[src/rtl/zero_flag_decoder_row_if.sv]
// Row-vector bus between the zero-flag encoder side and the PE array row inputs.
// The master drives the vector and the downstream handshake; the slave is the decoder.
interface zero_flag_decoder_row_if #(
   parameter int bw     = 4,
   parameter int row    = 8,
   parameter int cnt_bw = 16
);
   logic [row*(bw+1)-1:0] in;
   logic                  in_valid;
   logic                  in_ready;
   logic [row*bw-1:0]     out;
   logic                  out_valid;
   logic                  out_ready;
   logic [row-1:0]        gate_en;
   logic                  all_zero;
   logic [row-1:0]        flag_err;
   logic                  err_sticky;
   logic                  stat_clr;
   logic [cnt_bw-1:0]     zero_cnt;
   logic [cnt_bw-1:0]     vec_cnt;

   modport master (
      output in, in_valid, out_ready, stat_clr,
      input  in_ready, out, out_valid, gate_en, all_zero, flag_err, err_sticky,
             zero_cnt, vec_cnt
   );

   modport slave (
      input  in, in_valid, out_ready, stat_clr,
      output in_ready, out, out_valid, gate_en, all_zero, flag_err, err_sticky,
             zero_cnt, vec_cnt
   );
endinterface

[src/rtl/zero_flag_decoder_row.sv]
// Zero-flag row decoder: 2-entry skid buffer, per-lane data cleanup, PE gate enables,
// flag consistency check and saturating sparsity counters.
module zero_flag_decoder_row #(
   parameter int bw     = 4,
   parameter int row    = 8,
   parameter int cnt_bw = 16
) (
   input  logic                    clk,
   input  logic                    reset,
   zero_flag_decoder_row_if.slave  bus
);
   localparam int lw = bw + 1;
   localparam int vw = row * lw;
   localparam int pw = $clog2(row + 1);

   // Head holds the already-decoded vector so a cleared head reads all-zero outputs.
   typedef struct packed {
      logic [row*bw-1:0] data;
      logic [row-1:0]    gate;
      logic [row-1:0]    err;
      logic              az;
   } head_t;

   function automatic head_t decode(input logic [vw-1:0] v);
      head_t          h;
      logic           flag;
      logic [bw-1:0]  d;
      h    = '0;
      h.az = 1'b1;
      for (int i = 0; i < row; i++) begin
         flag = v[lw*i+bw];
         d    = v[lw*i +: bw];
         h.data[bw*i +: bw] = flag ? '0 : d;
         h.gate[i]          = ~flag;
         h.err[i]           = flag ^ (d == '0);
         h.az               = h.az & flag;
      end
      return h;
   endfunction

   head_t             head_q, head_d;
   logic              head_valid_q, head_valid_d;
   logic [vw-1:0]     skid_q, skid_d;
   logic              skid_valid_q, skid_valid_d;
   logic [cnt_bw-1:0] zero_cnt_q, zero_cnt_d;
   logic [cnt_bw-1:0] vec_cnt_q, vec_cnt_d;
   logic              err_sticky_q, err_sticky_d;

   logic              in_fire, out_fire;
   logic [pw-1:0]     pop;
   logic [cnt_bw:0]   zsum;

   assign bus.in_ready = ~skid_valid_q;
   assign in_fire      = bus.in_valid & ~skid_valid_q;
   assign out_fire     = head_valid_q & bus.out_ready;

   // NOTE: every always_comb output gets its hold value first so no latch is inferred.
   always_comb begin
      head_d       = head_q;
      head_valid_d = head_valid_q;
      skid_d       = skid_q;
      skid_valid_d = skid_valid_q;
      if (!head_valid_q || out_fire) begin
         if (skid_valid_q) begin
            head_d       = decode(skid_q);
            head_valid_d = 1'b1;
            skid_valid_d = 1'b0;
         end else if (in_fire) begin
            head_d       = decode(bus.in);
            head_valid_d = 1'b1;
         end else begin
            head_valid_d = 1'b0;
         end
      end else if (in_fire) begin
         skid_d       = bus.in;
         skid_valid_d = 1'b1;
      end
   end

   always_comb begin
      pop = '0;
      for (int i = 0; i < row; i++) pop = pop + pw'(~head_q.gate[i]);
      zsum         = {1'b0, zero_cnt_q} + (cnt_bw+1)'(pop);
      zero_cnt_d   = zero_cnt_q;
      vec_cnt_d    = vec_cnt_q;
      err_sticky_d = err_sticky_q;
      if (bus.stat_clr) begin
         zero_cnt_d   = '0;
         vec_cnt_d    = '0;
         err_sticky_d = 1'b0;
      end else if (out_fire) begin
         vec_cnt_d    = (&vec_cnt_q) ? vec_cnt_q : vec_cnt_q + cnt_bw'(1);
         zero_cnt_d   = zsum[cnt_bw] ? '1 : zsum[cnt_bw-1:0];
         err_sticky_d = err_sticky_q | (|head_q.err);
      end
   end

   // NOTE: data registers are reset as well, so decoded outputs read 0 straight after reset.
   always_ff @(posedge clk or posedge reset) begin
      if (reset) begin
         head_q       <= '0;
         head_valid_q <= 1'b0;
         skid_q       <= '0;
         skid_valid_q <= 1'b0;
         zero_cnt_q   <= '0;
         vec_cnt_q    <= '0;
         err_sticky_q <= 1'b0;
      end else begin
         head_q       <= head_d;
         head_valid_q <= head_valid_d;
         skid_q       <= skid_d;
         skid_valid_q <= skid_valid_d;
         zero_cnt_q   <= zero_cnt_d;
         vec_cnt_q    <= vec_cnt_d;
         err_sticky_q <= err_sticky_d;
      end
   end

   assign bus.out        = head_q.data;
   assign bus.gate_en    = head_q.gate;
   assign bus.flag_err   = head_q.err;
   assign bus.all_zero   = head_q.az;
   assign bus.out_valid  = head_valid_q;
   assign bus.zero_cnt   = zero_cnt_q;
   assign bus.vec_cnt    = vec_cnt_q;
   assign bus.err_sticky = err_sticky_q;
endmodule

[src/flat_wrapper.sv]
// flat-port wrapper written by rule: the top's interface ports become plain ports
module zero_flag_decoder_row_flat 
#(
   parameter int bw     = 4,
   parameter int row    = 8,
   parameter int cnt_bw = 16
)
  (clk, reset, bus_in, bus_in_valid, bus_out_ready, bus_stat_clr, bus_in_ready, bus_out, bus_out_valid, bus_gate_en, bus_all_zero, bus_flag_err, bus_err_sticky, bus_zero_cnt, bus_vec_cnt);
  zero_flag_decoder_row_if #(.bw(bw), .row(row), .cnt_bw(cnt_bw)) bus_i ();
  input  logic clk;
  input  logic reset;
  input wire logic [$bits(bus_i.in)-1:0] bus_in;
  input wire logic [$bits(bus_i.in_valid)-1:0] bus_in_valid;
  input wire logic [$bits(bus_i.out_ready)-1:0] bus_out_ready;
  input wire logic [$bits(bus_i.stat_clr)-1:0] bus_stat_clr;
  output wire logic [$bits(bus_i.in_ready)-1:0] bus_in_ready;
  output wire logic [$bits(bus_i.out)-1:0] bus_out;
  output wire logic [$bits(bus_i.out_valid)-1:0] bus_out_valid;
  output wire logic [$bits(bus_i.gate_en)-1:0] bus_gate_en;
  output wire logic [$bits(bus_i.all_zero)-1:0] bus_all_zero;
  output wire logic [$bits(bus_i.flag_err)-1:0] bus_flag_err;
  output wire logic [$bits(bus_i.err_sticky)-1:0] bus_err_sticky;
  output wire logic [$bits(bus_i.zero_cnt)-1:0] bus_zero_cnt;
  output wire logic [$bits(bus_i.vec_cnt)-1:0] bus_vec_cnt;
  assign bus_i.in = bus_in;
  assign bus_i.in_valid = bus_in_valid;
  assign bus_i.out_ready = bus_out_ready;
  assign bus_i.stat_clr = bus_stat_clr;
  assign bus_in_ready = bus_i.in_ready;
  assign bus_out = bus_i.out;
  assign bus_out_valid = bus_i.out_valid;
  assign bus_gate_en = bus_i.gate_en;
  assign bus_all_zero = bus_i.all_zero;
  assign bus_flag_err = bus_i.flag_err;
  assign bus_err_sticky = bus_i.err_sticky;
  assign bus_zero_cnt = bus_i.zero_cnt;
  assign bus_vec_cnt = bus_i.vec_cnt;
  zero_flag_decoder_row #(.bw(bw), .row(row), .cnt_bw(cnt_bw)) u_core (.clk(clk), .reset(reset), .bus(bus_i));
endmodule
[config.mk]
export PLATFORM = sky130hd
export DESIGN_NAME = zero_flag_decoder_row_flat
export DESIGN_NICKNAME = d
export VERILOG_FILES = /design/src/rtl/zero_flag_decoder_row_if.sv /design/src/rtl/zero_flag_decoder_row.sv /design/src/flat_wrapper.sv
export SDC_FILE = /design/constraint.sdc
export NUM_CORES = 1
export LEC_CHECK = 0
export ABC_AREA = 1
export ABC_CLOCK_PERIOD_IN_PS = 9700
export BUFFER_PORTS_ARGS = -buffer_cell sky130_fd_sc_hd__buf_2
export CELL_PAD_IN_SITES_DETAIL_PLACEMENT = 1
export CELL_PAD_IN_SITES_GLOBAL_PLACEMENT = 2
export CORE_MARGIN = 1
export CORE_UTILIZATION = 25
export CTS_CLUSTER_SIZE = 28
export DETAILED_ROUTE_END_ITERATION = 16
export PLACE_DENSITY_LB_ADDON = 0.05
export SETUP_SLACK_MARGIN = 0.4
export SYNTH_ARGS = -nofsm -noshare
export SYNTH_HDL_FRONTEND = slang
export SYNTH_SLANG_ARGS = --single-unit
export TNS_END_PERCENT = 10
[constraint.sdc]
create_clock -name clk -period 9.7 [get_ports clk]
set_input_delay 1.94 -clock clk [delete_from_list [all_inputs] [get_ports clk]]
set_output_delay 1.94 -clock clk [all_outputs]
set_load 0.1 [all_outputs]
**Word-level counts from Yosys, hierarchy flattened**

Index checks and enable logic that the tools add are counted.
W data, S select, Z words.

- Bits in registers: 124
- Bits of input ports: 45
- Word-level logic and storage cells: 135

- $add $sub $neg: 9
- Equal/unequal tests: 1
- Multiplexer cells: 30
- Bitwise logic cells: 59
- Reductions and logical operators: 26

Operators with widths:

| kind | number |
|---|---|
| $mux W49 | 2 |
| $mux W16 | 6 |
| $logic_not A4 Y1 | 16 |
| $mux W4 | 16 |
| $not A1 Y4 | 8 |
| $add A4 B4 Y4 | 7 |
| $not A1 Y1 | 18 |
| $add A16 B4 Y17 | 1 |
| $add A16 B1 Y16 const B | 1 |
| $and A1 B1 Y1 | 16 |
| $reduce_and A16 Y1 | 1 |
| $xor A1 B1 Y1 | 16 |
| $reduce_or A8 Y1 | 1 |
| $mux W1 | 6 |
| $reduce_and A2 Y1 | 3 |
| $reduce_bool A2 Y1 | 3 |
| $ne A2 B2 Y1 const B | 1 |
| $logic_not A1 Y1 | 1 |
| $logic_or A1 B1 Y1 | 1 |
| $or A1 B1 Y1 | 1 |

**Depth between registers and ports, before layout**

- Depth in word-level cells: 12
- Mapped depth: 17
- Depth with buffers taken out: 17

**Worst setup path before layout**

OpenSTA, ideal clock, no wires.

- Path kind: flip-flop to flip-flop
- From: register u_core.head_q, in the netlist u_core.bus.gate_en[1]
- To: register u_core.zero_cnt_q[10] (netlist: u_core.bus.zero_cnt[10])
- Library setup time: 0.070 ns
- Arrival: 4.499 ns
- Data required time: 9.630 ns
- Path slack: 5.131 ns
- Stages on the path, launching flop included: 18
- Buffers on the path: 1
- Period minus slack after synthesis: 4.569 ns
- Path through: dfrtp_1 > fa_1 > inv_1 > fa_1 > fa_1 > ha_1 > fa_1 > inv_1 > fa_1 > nand3b_1 > nand2_2 > nand3_1 > inv_2 > nand2_2 > buf_4 > o21ai_1 > nand2_1 > nand2_1

- Word-level cells in the longest chain between the ends: 12

Ends and longest elaborated chain:

| element | line | source |
|---|---|---|
| start: declaration | zero_flag_decoder_row.sv:41 | `head_t head_q, head_d;` |
| start signal: assignment | zero_flag_decoder_row.sv:101 | `head_q <= '0;` |
| start signal: assignment | zero_flag_decoder_row.sv:109 | `head_q <= head_d;` |
| $not A1 Y4 | zero_flag_decoder_row.sv:82 | `for (int i = 0; i < row; i++) pop = pop + pw'(~head_q.gate[i]);` |
| $add A4 B4 Y4 (7 in a row) | zero_flag_decoder_row.sv:82 |  |
| $add A16 B4 Y17 | zero_flag_decoder_row.sv:83 | `zsum = {1'b0, zero_cnt_q} + (cnt_bw+1)'(pop);` |
| $mux W16 | zero_flag_decoder_row.sv:93 | `zero_cnt_d = zsum[cnt_bw] ? '1 : zsum[cnt_bw-1:0];` |
| $mux W16 | zero_flag_decoder_row.sv:91 | `end else if (out_fire) begin` |
| $mux W16 | zero_flag_decoder_row.sv:87 | `if (bus.stat_clr) begin` |
| end signal: assignment | zero_flag_decoder_row.sv:113 | `zero_cnt_q <= zero_cnt_d;` |
| end: declaration | zero_flag_decoder_row.sv:45 | `logic [cnt_bw-1:0] zero_cnt_q, zero_cnt_d;` |

Every way passes these cells. The select of a mux whose other input is x is not followed.
A chain may end at the register's enable or synchronous reset.

**Worst setup path in the final report**

- From: register u_core.head_q, in the netlist u_core.bus.gate_en[0]
- To: register u_core.zero_cnt_q[5] (netlist: u_core.bus.zero_cnt[5])

Same word-level chain as after synthesis.

==> results.ini <==
[cts]
post_cts_resize_count=0
clkTransAtPathRegs_ps=70
cts_buffers=17
cts_hold_buffers=0
clock_sinks=124
post_cts.repair.setup_buffers=0
clock_latency_reported_for_the_late_side_of_the_worst_skew_pair_ps=430
cts_max_path_buffers=2
root_buffer=clkbuf_16
cts_tree=built
clock_tree.htree_level_count=4

[drt]
first_iter_violations=251
via_per_inst=4.47
ant_nets=0
post_drt_wl_per_cell_um=16.0
dr.pass1.iters=4
drc=0
via_count=5983
routed_wirelength_um=21300

[yosys]
syn_area_um2=6630
synth-seq-cells=124
synth-warning-count=0
syn_avg_cell_area_um2=7.67
netlist.area_leader.share=0.468
synth_area_leaders=dfrtp_1 (47%), nand2_1 (16%), inv_1 (6.7%)
synth_cell_types=33
synth_largest_area_cell=dfrtp_1
mappedNetlistNets=922
synth.yosys.seq_area_share=0.468
netlist_instances=864

[floorplan]
die-width_um=165
io_pins=129
die-height_um=165
standard_cell_rows=59
core_um2=26100
initial_core_util=0.254
die_area_um2=27200

[sta]
report.final.slew_viol_count=0
max_slew_margin=0.372
layout_skew_ps=16.5
final_min_period_over_clock_period=0.439
fmaxAchievable_mhz=235
period_needed_ps=4260
setup-violations-final=0
hold-worst-slack_ps=476
totalNegativeSetupSlack_ps=0
tightest_slew_ps=943
final_critical_path_setup_slack_ps=5440
final_hold_viols=0
setup_repair_after_global_routing_missed_its_margin=no

[cells_and_area]
final.fill_count=3158
drive_gt1_frac=0.188
final_nets=1048
syn_to_final_growth_pct=24.6

[setup_path]
critical_path.cell_chain=fa_1 -> inv_1 -> fa_1 -> fa_1 -> ha_1 -> fa_1 -> inv_1 -> fa_1 -> nand3b_1 -> nand2_2 -> nand3_1 -> inv_2 -> nand2_2 -> o21ai_0 -> nand2_1 -> nand2_1
timing.critical_path.slowest_stage_cell=fa_1
startpoint_type=flop
r2r_start=u_core.bus.gate_en[0]
critical_path.reg2reg.endpoint=u_core.bus.zero_cnt[5]
worst_setup_path_end_kind=flop
critPathRequiredTime_ps=10060
timing.critical_path.slowest_cell_delay_ps=550
arrival_ps=4620
ff2ff_path_depth=16
setup.reg_to_reg.worst_slack_ps=5440
cp_max_fo=14
crit_path_most_repeated_cell=fa_1
worst_setup_path_category=reg -> reg

[power]
pwr_density_cell_nw_per_um2=254
p_leak_nw=4.24
worst_ir_drop_vdd_uv=114

[min_path]
hold_end=u_core.bus.out[29]
holdCritPathClass=reg -> reg
holdPathStages=2
worstHoldStart=u_core.bus.out[29]

[global_route]
grt_max_degree=79
grt_use_total=0.166
first_global_vias=6263
grt_remaining_overflow=0
grt_pass1_wl_um=34500
grt_antenna_before_repair=1

[place]
worst_slack_after_detailed_placement_ps=5400
port-buffer-count=128
final_hpwl_dp_um=15300
gp_congestion=0.750

[outcome]
status=completed

[flow_run]
drv_cap=0

## synth_stat cells (all sizes together)
| library cell | number |
|---|---|
| nand2 | 281 |
| nor2 | 47 |
| ha | 8 |
| o21ai | 74 |
| buf | 10 |
| o22ai | 29 |
| a31oi | 7 |
| nand3 | 48 |
| nor2b | 1 |
| nand4 | 27 |
| o211ai | 4 |
| xnor2 | 3 |
| or2 | 7 |
| inv | 120 |
| xor2 | 21 |
| nand3b | 5 |
| nor3b | 1 |
| nor3 | 9 |
| fa | 5 |
| clkbuf | 18 |
| a21oi | 13 |
| clkinv | 1 |
| nor4 | 1 |
| dfrtp | 124 |
## cell usage in the layout (no fill, tap or decap), types with 2 or more instances in the layout
cell,count
or2_2,7
o21ai_0,63
nand4_1,27
dfrtp_1,124
bufinv_16,4
inv_1,118
ha_1,8
nand2_1,275
nor3_1,8
o21ai_1,11
o211ai_1,4
inv_6,3
buf_4,7
nor2_4,3
xnor2_1,3
a31oi_1,7
clkinvlp_4,4
xor2_1,21
a21oi_1,13
buf_2,128
nor2_1,43
fa_1,5
nand3b_1,5
o22ai_1,29
nand3_1,47
clkbuf_16,17
nand2_2,5
clkinv_4,2
## worst max path at each step
stage | startpoint | to | cells past startpoint
after floorplan | reset | u_core.bus.all_zero | 1
after global placement | u_core.bus.gate_en[0] | u_core.bus.zero_cnt[5] | 16
after detailed placement | u_core.bus.gate_en[0] | u_core.bus.zero_cnt[13] | 16
after CTS | u_core.bus.gate_en[0] | u_core.bus.zero_cnt[7] | 16
after global routing | u_core.bus.gate_en[0] | u_core.bus.zero_cnt[1] | 16
final | u_core.bus.gate_en[0] | u_core.bus.zero_cnt[5] | 16
## routing by layer
metal / routed length, um / vias up / GRT usage / part of all wire
met2: 10100 / 96 / 0.271 / 0.47
met3: 738 / 16 / 0.0359 / 0.035
met1: 10300 / 2847 / 0.219 / 0.48
met5: 0 / - / 0 / 0
li1: - / 3024 / - / -
met4: 290 / 0 / 0.0500 / 0.014
## through the flow
stage | util | instances | total power [mW] | instance area, um^2
final | 0.317 | 1338 | 2.10 | 8250
after detailed placement | 0.293 | 1306 | 1.42 | 7620
after global routing | 0.317 | 1337 | 2.22 | 8250
after floorplan | - | 864 | 1.25 | 6630
after global placement | 0.293 | 1306 | 1.42 | 7620
after CTS | 0.317 | 1337 | 2.14 | 8250
## flip-flops by register name, indices dropped and copies added, names as in the netlist
register and cells:
u_core.skid_q 40, u_core.bus.out 32, u_core.bus.vec_cnt 16, u_core.bus.zero_cnt 16, u_core.bus.flag_err 8, u_core.bus.gate_en 8
u_core.bus.all_zero 1, u_core.bus.err_sticky 1, u_core.bus.out_valid 1, u_core.skid_valid_q 1
## where the power goes
part | switching (mW) | leakage, nW | total (mW) | internal [mW]
clock | 0.260 | 0.295 | 0.698 | 0.437
combinational | 0.578 | 2.36 | 0.748 | 0.170
sequential | 0.0563 | 1.59 | 0.652 | 0.596
total | 0.895 | 4.24 | 2.10 | 1.20
## cell type report
| cell class | count | area [um^2] | share of cell area |
|---|---|---|---|
| antenna | 1 | 2.50 | 0.000303 |
| clock buffer | 18 | 439 | 0.0532 |
| clock inverter | 13 | 190 | 0.0230 |
| inverter | 121 | 459 | 0.0556 |
| multi-input combinational | 591 | 2950 | 0.357 |
| sequential | 124 | 3100 | 0.376 |
| tap | 335 | 419 | 0.0508 |
| timing repair buffer | 135 | 693 | 0.0840 |
## worst max-delay path, delay by kind of cell (launching register included)
kind                     cells  cell delay, ps
AND/OR/NAND/NOR              6             790
adder cells (fa/ha/maj)      6            2640
flip-flops                   1             410
AO/OA/AOI/OAI                1             140
buffers and inverters        3             210
## logic make-up after synthesis
family / share of synthesized area
AO/OA/AOI/OAI: 0.104
adder cells (fa/ha/maj): 0.0302
buffers and inverters: 0.0886
XOR/XNOR: 0.0317
AND/OR/NAND/NOR: 0.277
flip-flops: 0.468
No activity file was read; power rests on OpenSTA's default activity.
